==> config.mk <==
export PLATFORM = sky130hd
export DESIGN_NAME = sfu_acc_ctrl
export DESIGN_NICKNAME = d
export VERILOG_FILES = /design/src/rtl/sfu_acc_ctrl_pkg.sv /design/src/rtl/ctrl_delay_line.sv /design/src/rtl/sfu_acc_ctrl.sv
export SDC_FILE = /design/constraint.sdc
export NUM_CORES = 1
export LEC_CHECK = 0
export ABC_AREA = 1
export CORE_AREA = 5 5 97 99
export DETAILED_ROUTE_END_ITERATION = 16
export DIE_AREA = 0 0 102 104
export PLACE_DENSITY = 0.5
export SLEW_MARGIN = 20
export SYNTH_ARGS = -nofsm -noshare
export SYNTH_HDL_FRONTEND = slang
export SYNTH_HIERARCHICAL = 1
export SYNTH_SLANG_ARGS = --single-unit
==> constraint.sdc <==
create_clock -name clk -period 4.7 [get_ports clk]
set_clock_uncertainty 0.2 [all_clocks]
set_input_delay 0.705 -clock clk [delete_from_list [all_inputs] [get_ports clk]]
set_output_delay 0.705 -clock clk [all_outputs]
set_load 0.005 [all_outputs]
==> src/rtl/sfu_acc_ctrl_pkg.sv <==
// Shared definitions for the SFU accumulate/ReLU sequencer: FSM states,
// the default kernel tap count, and the read and SFU pipeline depths.
package sfu_acc_ctrl_pkg;

  localparam int TAPS_DEFAULT = 9;
  localparam int RD_LAT       = 1;
  localparam int SFU_LAT      = 1;

  typedef enum logic [1:0] {
    S_IDLE,
    S_READ,
    S_GAP,
    S_FLUSH
  } state_e;

endpackage

==> src/rtl/ctrl_delay_line.sv <==
// Fixed-depth shift register with synchronous reset, used to align
// control strobes with the read-data and SFU pipelines.
module ctrl_delay_line #(
  parameter int WIDTH = 1,
  parameter int DEPTH = 1
) (
  input  logic             clk,
  input  logic             reset,
  input  logic [WIDTH-1:0] d_i,
  output logic [WIDTH-1:0] q_o
);

  logic [WIDTH-1:0] pipe_q [DEPTH];

  always_ff @(posedge clk) begin
    if (reset) begin
      // NOTE: every stage is cleared, so no strobe already in flight can
      // fire after reset; this array is tiny and is never an SRAM.
      for (int i = 0; i < DEPTH; i++) pipe_q[i] <= '0;
    end else begin
      pipe_q[0] <= d_i;
      for (int i = 1; i < DEPTH; i++) pipe_q[i] <= pipe_q[i-1];
    end
  end

  assign q_o = pipe_q[DEPTH-1];

endmodule

==> src/rtl/sfu_acc_ctrl.sv <==
// Sequencer that streams the tap partial sums of each output pixel from
// psum SRAM into the SFU and writes the ReLU result to output SRAM.
module sfu_acc_ctrl
  import sfu_acc_ctrl_pkg::*;
#(
  parameter int TAPS    = TAPS_DEFAULT,
  parameter int ADDR_BW = 11,
  parameter int OUT_BW  = 5
) (
  input  logic               clk,
  input  logic               reset,
  input  logic               start,
  input  logic [OUT_BW-1:0]  cfg_n_out,
  output logic               busy,
  output logic               done,
  output logic               psum_ren,
  output logic [ADDR_BW-1:0] psum_raddr,
  output logic               acc,
  output logic               out_wen,
  output logic [OUT_BW-1:0]  out_waddr
);

  localparam int            KW     = (TAPS > 1) ? $clog2(TAPS) : 1;
  localparam logic [KW-1:0] K_LAST = KW'(TAPS - 1);

  state_e             state_q, state_d;
  logic [KW-1:0]      k_q, k_d;
  logic [OUT_BW-1:0]  o_q, o_d;
  logic [OUT_BW-1:0]  n_out_q, n_out_d;
  logic [ADDR_BW-1:0] addr_q, addr_d;
  logic               flush_q, flush_d;
  logic               done_q, done_d;
  logic [OUT_BW:0]    wr_pipe;

  always_ff @(posedge clk) begin
    if (reset) begin
      state_q <= S_IDLE;
      k_q     <= '0;
      o_q     <= '0;
      n_out_q <= '0;
      addr_q  <= '0;
      flush_q <= 1'b0;
      done_q  <= 1'b0;
    end else begin
      // NOTE: non-blocking updates so every register samples the values
      // from before this edge, independent of statement order.
      state_q <= state_d;
      k_q     <= k_d;
      o_q     <= o_d;
      n_out_q <= n_out_d;
      addr_q  <= addr_d;
      flush_q <= flush_d;
      done_q  <= done_d;
    end
  end

  always_comb begin
    // NOTE: hold-by-default assignments first, so no path leaves a
    // variable unassigned and infers a latch.
    state_d = state_q;
    k_d     = k_q;
    o_d     = o_q;
    n_out_d = n_out_q;
    addr_d  = addr_q;
    flush_d = flush_q;
    done_d  = 1'b0;
    unique case (state_q)
      S_IDLE: begin
        if (start) begin
          if (cfg_n_out != '0) begin
            state_d = S_READ;
            n_out_d = cfg_n_out;
            k_d     = '0;
            o_d     = '0;
            addr_d  = '0;
          end else begin
            done_d = 1'b1;
          end
        end
      end
      S_READ: begin
        if (k_q == K_LAST) begin
          state_d = S_GAP;
        end else begin
          k_d    = k_q + KW'(1);
          addr_d = addr_q + ADDR_BW'(n_out_q);
        end
      end
      S_GAP: begin
        if (o_q != n_out_q - OUT_BW'(1)) begin
          state_d = S_READ;
          o_d     = o_q + OUT_BW'(1);
          k_d     = '0;
          addr_d  = ADDR_BW'(o_d);
        end else begin
          state_d = S_FLUSH;
          flush_d = 1'b0;
        end
      end
      S_FLUSH: begin
        // Two cycles let the last ReLU result reach output SRAM.
        if (flush_q) begin
          state_d = S_IDLE;
          done_d  = 1'b1;
        end else begin
          flush_d = 1'b1;
        end
      end
      default: state_d = S_IDLE;
    endcase
  end

  assign psum_ren   = (state_q == S_READ);
  assign psum_raddr = addr_q;
  assign busy       = (state_q != S_IDLE);
  assign done       = done_q;

  ctrl_delay_line #(
    .WIDTH (1),
    .DEPTH (RD_LAT)
  ) u_acc_dly (
    .clk   (clk),
    .reset (reset),
    .d_i   (psum_ren),
    .q_o   (acc)
  );

  ctrl_delay_line #(
    .WIDTH (OUT_BW + 1),
    .DEPTH (RD_LAT + SFU_LAT)
  ) u_wr_dly (
    .clk   (clk),
    .reset (reset),
    .d_i   ({state_q == S_GAP, o_q}),
    .q_o   (wr_pipe)
  );

  assign out_wen   = wr_pipe[OUT_BW];
  assign out_waddr = wr_pipe[OUT_BW-1:0];

endmodule

==> results.yml <==
synthesis:
  ys_seq_area_frac: 0.344
  synth-compound-area-share: 0.113
  synthAdderAreaFrac: 0.0748
  yosysTopAreaCell: "dfxtp_1"
  synthXorXnorAreaFrac: 0.0108
  synth_top_family_by_area: "simple AND/OR/NAND/NOR gates"
  ys_ff_latch: 42
  synth-simple-area-share: 0.329
  syn_area_per_cell_um2: 6.69
  synth_cell_types: 29
  synth.top_cell.area_share: 0.344
  netlist_area_mm2: 0.00244
  synthMuxAreaShare: 0
  syn_nets: 387
  ys_warn_count: 6
  netlist_top_cells_area: "dfxtp_1, nand2_1, inv_1, nor2_1, ha_1"
  synth_cells: 365
grt:
  grt_overflow: 0
  grt_use_total: 0.118
  grt_max_degree: 26
  antenna_found_initial: 0
  grt_pass1_wl_mm: 10.1
  grt_pass1_vias: 2095
finish:
  syn2layout_area_growth_pct: 17.6
  seq_area_um2: 841
  fin_util: 0.339
  finalNetCount: 408
  diodes: 0
  multi_input_area_mm2: 0.00129
  fill_cells: 916
  drive_gt1_frac: 0.0543
  stdcell_area_mm2: 0.00287
timing:
  rsz0062_at_grt: "no"
  post-route-period-util: 0.577
  slew_violations: 0
  relSlewSlack: 0.650
  setup_ws_ns: 1.99
  setup_viol: 0
  tns_ns: 0
  fmax_mhz: 369
  period_minus_slack_ns: 2.71
  worstMarginPinSlew_ns: 0.524
  hold_viol: 0
critical_path:
  r2r_cells: 9
  cp.arrival_ns: 1.80
  critical_path_class: "reg2out"
  startpoint_type: "flop"
  cp_slowest_cell: "clkdlybuf4s50_1"
  cp-end-kind: "primary output"
  cp_slowest_stage_delay_ns: 0.60
  cp_cell_sequence: "inv_1 > ha_1 > clkdlybuf4s50_1"
  crit_fanout: 12
  cp.required_ns: 3.80
clock_network:
  cts_hold_buffers: 0
  cts_made_buffers: 5
  cts_tree: "yes"
  ctsResizeCount: 0
  cts.path.max_buffers: 2
  insertion_delay_ns: 0.30
  htree_levels: 2
  clk_pin_slew_ns: 0.09
  post_cts_buffers: 0
  cts_sinks: 42
  cts_root_buffer: "clkbuf_8"
power_and_ir_drop:
  power_density_mw_per_mm2: 507
  p_leak_nw: 1.21
  p_total_mw: 1.46
  vdd_drop_max_mv: 0.146
placement:
  dpl_worst_slack_ns: 1.95
  finalWeightedCongestion: 0.772
  dpl_cell_area_mm2: 0.00276
  place_hpwl_mm: 4.57
  place.port_buffers: 28
drt:
  ant_nets: 0
  routed_wl_mm: 6.11
  wl_per_cell_um: 12.3
  drtPass1Iterations: 4
  drt_iter0_drc: 80
  drc_errors: 0
  vias_per_cell: 4.57
  num_vias: 2264
floorplan:
  start_util: 0.289
  die_w_um: 102
  die_area_mm2: 0.0106
  ios: 29
  core_mm2: 0.00847
  rows: 34
  die_h_um: 104
job:
  max_cap_viol_count: 0
hold_path:
  min_path_cells: 2
  min_path_type: "reg2reg"
outcome:
  outcome: "completed"
## layer usage
| metal | global-route usage | vias up | wire (um) |
|---|---|---|---|
| met5 | 0 | - | 0 |
| met4 | 0.0394 | 0 | 114 |
| met3 | 0.0275 | 13 | 306 |
| met2 | 0.193 | 48 | 2860 |
| met1 | 0.150 | 1013 | 2830 |
| li1 | - | 1190 | - |
## registers in the layout (all words and copies together) (netlist names)
| register | count |
|---|---|
| u_wr_dly/pipe_q | 12 |
| psum_raddr | 11 |
| n_out_q | 5 |
| o_q | 5 |
| k_q | 4 |
| state_q | 2 |
| done | 1 |
| flush_q | 1 |
| u_acc_dly/pipe_q | 1 |
## placed cells by master (no fill, tap or decap)
cell and n:
nor2_4 1, a21oi_1 24, nand3_1 27, nand4_1 11, inv_2 3, a21oi_2 3
a21boi_0 1, o21ai_1 3, clkdlybuf4s50_1 28, o21ai_0 14, inv_1 52, nand2_4 1
clkinvlp_4 2, a22oi_1 1, nor2_2 2, nor2_1 51, nand3_4 1, clkbuf_8 5
a21oi_4 1, nand2_1 89, nand3b_1 1, xor2_1 1, a31oi_1 2, dfxtp_1 42
fa_1 1, nor3_1 3, ha_1 13, bufinv_16 1, buf_4 1, xnor2_1 2
## final timing paths
path                    startpoint                      to  slack [ns]
min          u_wr_dly/pipe_q[0][5]  u_wr_dly/pipe_q[0][11]        0.20
max reg2reg             state_q[0]           psum_raddr[2]        2.28
min reg2reg  u_wr_dly/pipe_q[0][5]  u_wr_dly/pipe_q[0][11]        0.20
max                     state_q[1]                psum_ren        1.99
## cells in the mapped netlist (all sizes together)
library cell and instances:
nand2 90, fa 1, o21ai 17, clkbuf 2, nand3b 1, buf 13, nor3 3, nor2 54
a22oi 1, dfxtp 42, inv 55, ha 13, xnor2 2, a21boi 1, a21oi 28, nand3 28
nand4 11, a31oi 2, xor2 1
## report_power, final
| group | total, mW | internal [mW] | switching [mW] |
|---|---|---|---|
| clock network | 0.292 | 0.158 | 0.134 |
| logic | 0.670 | 0.243 | 0.427 |
| registers | 0.493 | 0.425 | 0.0684 |
## area by class of cell
type / instances / share of cell area
timing repair buffer: 29 / 0.100
tap: 108 / 0.0470
clock inverter: 3 / 0.0157
multi-input combinational: 253 / 0.449
inverter: 55 / 0.0719
clock buffer: 5 / 0.0240
sequential: 42 / 0.293
## kinds of logic after synthesis
| kind of cell | after synthesis |
|---|---|
| AOI/OAI and AO/OA | 49 |
| xor gates and xnor gates | 3 |
| adders and majority gates | 14 |
| buffers and inverters | 70 |
| DFF | 42 |
| and+or+nand+nor | 187 |
## critical path, delay by kind of cell (launching register included)
| kind | cells | cell delay (ns) |
|---|---|---|
| buffers and inverters | 2 | 0.71 |
| adders and majority gates | 1 | 0.46 |
| DFF | 1 | 0.34 |
## metrics by stage
| step | std cells | hold WS [ns] |
|---|---|---|
| after detailed placement | 487 | 0.193 |
| after global placement | 487 | 0.189 |
| after global routing | 495 | 0.217 |
| after CTS | 495 | 0.205 |
| after floorplan | 365 | 0.188 |
| final | 495 | 0.203 |
(Power assumes the default switching activity.)
